==> src/rtl/alu_pkg.sv <==
// Shared ALU encodings, 1-bit slice operation codes and sequencer state type
// used by the serial ALU controller and its slice.
package alu_pkg;

  localparam logic [3:0] ALU_AND = 4'b0000;
  localparam logic [3:0] ALU_OR  = 4'b0001;
  localparam logic [3:0] ALU_ADD = 4'b0010;
  localparam logic [3:0] ALU_SUB = 4'b0110;
  localparam logic [3:0] ALU_SLT = 4'b0111;
  localparam logic [3:0] ALU_NOR = 4'b1100;

  localparam logic [1:0] SLICE_AND = 2'b00;
  localparam logic [1:0] SLICE_OR  = 2'b01;
  localparam logic [1:0] SLICE_ADD = 2'b10;

  typedef enum logic [1:0] {IDLE, RUN, FIX, DONE} state_t;

  // SUB and SLT both subtract, so B is inverted and the carry seeds to 1.
  function automatic logic is_sub_like(input logic [3:0] op);
    return (op == ALU_SUB) || (op == ALU_SLT);
  endfunction

endpackage

==> src/rtl/alu_serial_ctrl_if.sv <==
// Request/result bundle of the serial ALU sequencer; abort_i exists only
// when ALU_SERIAL_ABORT_EN is defined.
interface alu_serial_ctrl_if #(
  parameter int WIDTH = 32
) ();
  logic             start_i;
  logic [3:0]       ALU_control_i;
  logic [WIDTH-1:0] src1_i;
  logic [WIDTH-1:0] src2_i;
`ifdef ALU_SERIAL_ABORT_EN
  logic             abort_i;
`endif
  logic             busy_o;
  logic             done_o;
  logic [WIDTH-1:0] result_o;
  logic             zero_o;
  logic             cout_o;
  logic             overflow_o;

  modport master (
    output start_i, ALU_control_i, src1_i, src2_i,
`ifdef ALU_SERIAL_ABORT_EN
    output abort_i,
`endif
    input  busy_o, done_o, result_o, zero_o, cout_o, overflow_o
  );

  modport slave (
    input  start_i, ALU_control_i, src1_i, src2_i,
`ifdef ALU_SERIAL_ABORT_EN
    input  abort_i,
`endif
    output busy_o, done_o, result_o, zero_o, cout_o, overflow_o
  );
endinterface

==> src/rtl/alu_top.sv <==
// One-bit ALU slice: optional input inversion, then AND / OR / full-add / less.
module alu_top (
  input  logic       src1,
  input  logic       src2,
  input  logic       less,
  input  logic       A_invert,
  input  logic       B_invert,
  input  logic       cin,
  input  logic [1:0] operation,
  output logic       result,
  output logic       cout
);
  logic a, b;

  always_comb begin
    a    = src1 ^ A_invert;
    b    = src2 ^ B_invert;
    cout = (a & b) | (a & cin) | (b & cin);
    case (operation)
      2'b00:   result = a & b;
      2'b01:   result = a | b;
      2'b10:   result = a ^ b ^ cin;
      default: result = less;
    endcase
  end
endmodule

==> src/rtl/alu_serial_ctrl.sv <==
// Bit-serial ALU sequencer: drives one alu_top slice LSB first for WIDTH cycles.
// Optional ALU_SERIAL_ABORT_EN adds abort_i to cancel a running operation.
module alu_serial_ctrl
  import alu_pkg::*;
#(
  parameter int WIDTH = 32,
  localparam int CNT_W = $clog2(WIDTH)
) (
  input logic               clk_i,
  input logic               rst_i,
  alu_serial_ctrl_if.slave  bus
);

  state_t           state_q, state_d;
  logic [WIDTH-1:0] a_q, a_d, b_q, b_d, res_q, res_d;
  logic [3:0]       op_q, op_d;
  logic             carry_q, carry_d, ovf_q, ovf_d;
  logic [CNT_W-1:0] cnt_q, cnt_d;

  logic [WIDTH-1:0] result_q, result_d;
  logic             zero_q, zero_d, cout_q, cout_d;
  logic             ovf_out_q, ovf_out_d, done_q, done_d;

  logic [1:0] slice_op;
  logic       a_inv, b_inv, op_valid, op_addsub, op_arith;
  logic       slice_res, slice_cout;
  logic [WIDTH-1:0] final_res;

  // Opcode decode to slice controls; undefined codes run as AND and are zeroed at DONE.
  always_comb begin
    slice_op  = SLICE_AND;
    a_inv     = 1'b0;
    b_inv     = 1'b0;
    op_valid  = 1'b1;
    op_addsub = 1'b0;
    op_arith  = 1'b0;
    case (op_q)
      ALU_AND: slice_op = SLICE_AND;
      ALU_OR:  slice_op = SLICE_OR;
      ALU_ADD: begin slice_op = SLICE_ADD; op_addsub = 1'b1; op_arith = 1'b1; end
      ALU_SUB: begin slice_op = SLICE_ADD; b_inv = 1'b1; op_addsub = 1'b1; op_arith = 1'b1; end
      ALU_SLT: begin slice_op = SLICE_ADD; b_inv = 1'b1; op_arith = 1'b1; end
      ALU_NOR: begin slice_op = SLICE_AND; a_inv = 1'b1; b_inv = 1'b1; end
      default: op_valid = 1'b0;
    endcase
  end

  alu_top u_slice (
    .src1      (a_q[0]),
    .src2      (b_q[0]),
    .less      (1'b0),
    .A_invert  (a_inv),
    .B_invert  (b_inv),
    .cin       (carry_q),
    .operation (slice_op),
    .result    (slice_res),
    .cout      (slice_cout)
  );

  always_comb begin
    state_d   = state_q;
    a_d       = a_q;
    b_d       = b_q;
    res_d     = res_q;
    op_d      = op_q;
    carry_d   = carry_q;
    ovf_d     = ovf_q;
    cnt_d     = cnt_q;
    result_d  = result_q;
    zero_d    = zero_q;
    cout_d    = cout_q;
    ovf_out_d = ovf_out_q;
    done_d    = 1'b0;
    final_res = op_valid ? res_q : '0;

    case (state_q)
      IDLE: begin
        if (bus.start_i) begin
          a_d     = bus.src1_i;
          b_d     = bus.src2_i;
          op_d    = bus.ALU_control_i;
          carry_d = is_sub_like(bus.ALU_control_i);
          cnt_d   = '0;
          res_d   = '0;
          ovf_d   = 1'b0;
          state_d = RUN;
        end
      end
      RUN: begin
        a_d     = a_q >> 1;
        b_d     = b_q >> 1;
        res_d   = {slice_res, res_q[WIDTH-1:1]};
        carry_d = slice_cout;
        cnt_d   = cnt_q + CNT_W'(1);
        if (cnt_q == CNT_W'(WIDTH - 1)) begin
          ovf_d   = op_arith & (carry_q ^ slice_cout);
          state_d = (op_q == ALU_SLT) ? FIX : DONE;
        end
      end
      FIX: begin
        res_d   = {{(WIDTH-1){1'b0}}, res_q[WIDTH-1] ^ ovf_q};
        state_d = DONE;
      end
      DONE: begin
        result_d  = final_res;
        zero_d    = (final_res == '0);
        cout_d    = op_addsub & carry_q;
        ovf_out_d = op_addsub & ovf_q;
        done_d    = 1'b1;
        state_d   = IDLE;
      end
      default: state_d = IDLE;
    endcase

`ifdef ALU_SERIAL_ABORT_EN
    if (bus.abort_i && (state_q == RUN || state_q == FIX)) begin
      state_d = IDLE;
    end
`endif
  end

  always_ff @(posedge clk_i) begin
    if (rst_i) begin
      state_q   <= IDLE;
      a_q       <= '0;
      b_q       <= '0;
      res_q     <= '0;
      op_q      <= '0;
      carry_q   <= 1'b0;
      ovf_q     <= 1'b0;
      cnt_q     <= '0;
      result_q  <= '0;
      zero_q    <= 1'b1;
      cout_q    <= 1'b0;
      ovf_out_q <= 1'b0;
      done_q    <= 1'b0;
    end else begin
      state_q   <= state_d;
      a_q       <= a_d;
      b_q       <= b_d;
      res_q     <= res_d;
      op_q      <= op_d;
      carry_q   <= carry_d;
      ovf_q     <= ovf_d;
      cnt_q     <= cnt_d;
      result_q  <= result_d;
      zero_q    <= zero_d;
      cout_q    <= cout_d;
      ovf_out_q <= ovf_out_d;
      done_q    <= done_d;
    end
  end

  assign bus.busy_o     = (state_q == RUN) || (state_q == FIX);
  assign bus.done_o     = done_q;
  assign bus.result_o   = result_q;
  assign bus.zero_o     = zero_q;
  assign bus.cout_o     = cout_q;
  assign bus.overflow_o = ovf_out_q;

endmodule

==> src/flat_wrapper.sv <==
// flat-port wrapper written by rule: the top's interface ports become plain ports
module alu_serial_ctrl_flat import alu_pkg::*;
#(
  parameter int WIDTH = 32,
  localparam int CNT_W = $clog2(WIDTH)
)
  (clk_i, rst_i, bus_start_i, bus_ALU_control_i, bus_src1_i, bus_src2_i, bus_busy_o, bus_done_o, bus_result_o, bus_zero_o, bus_cout_o, bus_overflow_o);
  alu_serial_ctrl_if #(.WIDTH(WIDTH)) bus_i ();
  input logic clk_i;
  input logic rst_i;
  input wire logic [$bits(bus_i.start_i)-1:0] bus_start_i;
  input wire logic [$bits(bus_i.ALU_control_i)-1:0] bus_ALU_control_i;
  input wire logic [$bits(bus_i.src1_i)-1:0] bus_src1_i;
  input wire logic [$bits(bus_i.src2_i)-1:0] bus_src2_i;
  output wire logic [$bits(bus_i.busy_o)-1:0] bus_busy_o;
  output wire logic [$bits(bus_i.done_o)-1:0] bus_done_o;
  output wire logic [$bits(bus_i.result_o)-1:0] bus_result_o;
  output wire logic [$bits(bus_i.zero_o)-1:0] bus_zero_o;
  output wire logic [$bits(bus_i.cout_o)-1:0] bus_cout_o;
  output wire logic [$bits(bus_i.overflow_o)-1:0] bus_overflow_o;
  assign bus_i.start_i = bus_start_i;
  assign bus_i.ALU_control_i = bus_ALU_control_i;
  assign bus_i.src1_i = bus_src1_i;
  assign bus_i.src2_i = bus_src2_i;
  assign bus_busy_o = bus_i.busy_o;
  assign bus_done_o = bus_i.done_o;
  assign bus_result_o = bus_i.result_o;
  assign bus_zero_o = bus_i.zero_o;
  assign bus_cout_o = bus_i.cout_o;
  assign bus_overflow_o = bus_i.overflow_o;
  alu_serial_ctrl #(.WIDTH(WIDTH)) u_core (.clk_i(clk_i), .rst_i(rst_i), .bus(bus_i));
endmodule
==> config.mk <==
export PLATFORM = sky130hd
export DESIGN_NAME = alu_serial_ctrl_flat
export DESIGN_NICKNAME = d
export VERILOG_FILES = /design/src/rtl/alu_pkg.sv /design/src/rtl/alu_serial_ctrl_if.sv /design/src/rtl/alu_top.sv /design/src/rtl/alu_serial_ctrl.sv /design/src/flat_wrapper.sv
export SDC_FILE = /design/constraint.sdc
export NUM_CORES = 1
export LEC_CHECK = 0
export ABC_AREA = 1
export BUFFER_PORTS_ARGS = -buffer_cell sky130_fd_sc_hd__buf_2
export CAP_MARGIN = 20
export CORE_AREA = 2 2 145 147
export DETAILED_ROUTE_END_ITERATION = 10
export DIE_AREA = 0 0 147 149
export PLACE_DENSITY = 0.48
export SYNTH_ARGS = -nofsm -noshare
export SYNTH_HDL_FRONTEND = slang
export SYNTH_SLANG_ARGS = --single-unit
==> constraint.sdc <==
create_clock -name clk_i -period 2.35 [get_ports clk_i]
set_input_delay 0.3525 -clock clk_i [delete_from_list [all_inputs] [get_ports clk_i]]
set_output_delay 0.3525 -clock clk_i [all_outputs]
set_load 0.01 [all_outputs]
==> flow_summary.ini <==
[die]
die_h_um = 149
dieArea_mm2 = 0.0219
num_rows = 53
start_util_pct = 29.3
pin_count = 108
die_x_um = 147
core_mm2 = 0.0206

[layout]
layout-drive-gt1-share_pct = 19.8
fillers = 2261
postLayoutCellArea_mm2 = 0.00747
area_growth_pct = 23.9
nets = 950
final_cells = 1159

[grt]
grt_overflow_total = 0
grt_use_total_pct = 14.0
antenna_found_initial = 3
grt_max_degree = 103
first_global_vias = 5083
use_met3_pct = 4.07
use_met2_pct = 22.1
globalRoute.busiestLayer = met2
grt_use_met1_pct = 18.7
grt_pass1_wl_um = 25100

[synth]
synth_area_mm2 = 0.00602
ys_types = 35
yosys_register_bits = 145
synth-seq-area-share_pct = 48.2
async_flop_share_pct = 0
syn-mean-instance-area_um2 = 7.66
synth-edff-count = 0
syn_nets = 867
syn_inst = 787
ys.flop_type = dfxtp_1
ys_warn_count = 0

[placed_design]
place_congestion = 0.799
place_inst = 1125
hpwl_um = 9910
place_area_mm2 = 0.00680
io_buffers = 107

[worst_hold_path]
hold_class = input port to flip-flop

[drt]
wl_um = 15200
routedWlPerCell_um = 13.1
drtIter0Drc = 254
first_pass_iters = 4
vias = 5517
drtAntennaViolNets = 0
drt-vias-per-instance = 4.76
drc_errors = 0

[timing]
setup_violations = 0
period_needed_ns = 2.09
slew_violations = 0
worst_pin_slew_ns = 0.484
skew_ns = 0.0128
hold_viol = 0
slew-limit-headroom_pct = 67.7
fmax_mhz = 478
period_share_pct = 89.0
rsz0062_at_grt = no
fin_tns_setup_ns = 0

[cts]
clk_pin_slew_ns = 0.06
cts.sinks = 145
htreeDepth = 4
cts_tree = yes
cts_buffer_depth = 2
cts_buffers = 17
clock_latency_ns = 0.42
clockRootBuffer = clkbuf_16

[critical_path]
rr_worst_depth = 9
worstPathArrival_ns = 2.43
critical_path.endpoint_type = flip-flop
critPathKind = flip-flop to flip-flop
rrSetupSlack_ns = 0.26
r2r-start = u_core.op_q[1]
startpoint_type = flip-flop
cp_max_fo = 3
rr_endpoint = u_core.res_q[31]
startpoint = u_core.op_q[1]
crit_end = u_core.res_q[31]
worstPathRequired_ns = 2.69

[job]
cap_violations = 0

[outcome]
outcome = complete, no violations

[power_and_ir_drop]
power_density_mw_per_mm2 = 1260
leakagePower_nw = 3.00
vdd_drop_max_v = 0.000585
through the flow:
stage               power [W]  setup WS (ns)  utilization [%]  hold WS (ns)
floorplan             0.00569          0.368                -         0.439
global placement      0.00651          0.242             33.1         0.455
detailed placement    0.00652          0.179             33.1         0.457
CTS                   0.00954          0.163             36.3         0.172
global route           0.0101         0.0273             36.3         0.181
finish                0.00943          0.259             36.3         0.189
worst max-delay path: stages, from the launching register on:
cell and delay (ns):
dfxtp_1 0.33, inv_1 0.07, nor2_2 0.18, inv_1 0.07
o21ai_0 0.18, xor2_1 0.30, fa_1 0.46, o221ai_1 0.18
nand3_1 0.10, a21oi_1 0.14
layout make-up:
class,instances,area (µm²),share of cell area [%]
Timing Repair Buffer,128,731,9.79
Antenna cell,1,2.50,0.0335
Tap cell,275,344,4.61
Clock inverter,9,178,2.38
Sequential cell,145,2900,38.9
Clock buffer,23,478,6.40
Inverter,25,95.1,1.27
Multi-Input combinational cell,553,2740,36.6
routing by layer:
layer	share of wire (%)	wire [µm]
met5	0.079	12
met1	49	7380
met3	5.0	761
met4	1.0	159
met2	45	6870
cells in the mapped netlist (4+ instances only):
| master | count | area, µm² |
|---|---|---|
| nand2_1 | 204 | 766 |
| inv_2 | 4 | 15.0 |
| buf_6 | 4 | 45.0 |
| nor3_1 | 4 | 20.0 |
| nor2_1 | 18 | 67.6 |
| a21oi_1 | 80 | 400 |
| nand3_1 | 43 | 215 |
| o21ai_0 | 66 | 330 |
| clkbuf_1 | 39 | 146 |
| buf_2 | 17 | 85.1 |
| a31oi_1 | 64 | 400 |
| inv_1 | 21 | 78.8 |
| o21ai_1 | 44 | 220 |
| ha_1 | 8 | 100 |
| dfxtp_1 | 145 | 2900 |
timing repair:
item                                    4_1_cts  5_1_grt
gates resized for setup                       0        1
hold buffers                                  0        0
endpoints found under the setup margin        0        1
buffers inserted                              0        1
how the worst min path moves through the flow:
stage,start,to,slack [ns],cells past startpoint
6_report,bus_src1_i[16],u_core.a_q[16],0.19,3
5_1_grt,bus_src1_i[17],u_core.a_q[17],0.18,3
4_1_cts,bus_src1_i[16],u_core.a_q[16],0.17,3
3_5_place_dp,u_core.a_q[26],u_core.a_q[25],0.46,2
3_3_place_gp,u_core.a_q[16],u_core.a_q[15],0.46,2
2_1_floorplan,u_core.a_q[31],u_core.a_q[31],0.44,2
kinds of logic after synthesis:
kind of cell,share of synthesized area [%]
XOR/XNOR,0.582
buffers and inverters,6.52
adder cells (fa/ha/maj),1.99
flip-flops,48.2
AO/OA/AOI/OAI,24.3
AND/OR/NAND/NOR,18.4
sequential cells by signal, indices dropped and copies added, names as in the netlist, 2 cells and up:
name                 count
u_core.a_q              32
u_core.b_q              32
u_core.bus.result_o     32
u_core.res_q            32
u_core.cnt_q             5
u_core.op_q              4
u_core.state_q           2
cell usage in the layout (no fill, tap or decap), drive strengths merged:
cell type,instances
nand3,44
clkbuf,23
nand4,1
a211oi,2
xnor2,1
o41ai,3
diode,1
xor2,3
nor2,19
clkinv,5
nor4,1
o221ai,1
dfxtp,145
inv,24
bufinv,5
nand2,205
buf,128
fa,1
o31ai,1
nor3,4
ha,8
a21oi,82
a31oi,64
o21ai,112
or2,1
power by group:
group | switching [W] | total, W | internal [W]
clock | 0.00103 | 0.00300 | 0.00197
combinational | 0.00201 | 0.00302 | 0.00101
sequential | 0.000327 | 0.00341 | 0.00308
Note: power is estimated with default switching activity, not from simulation.
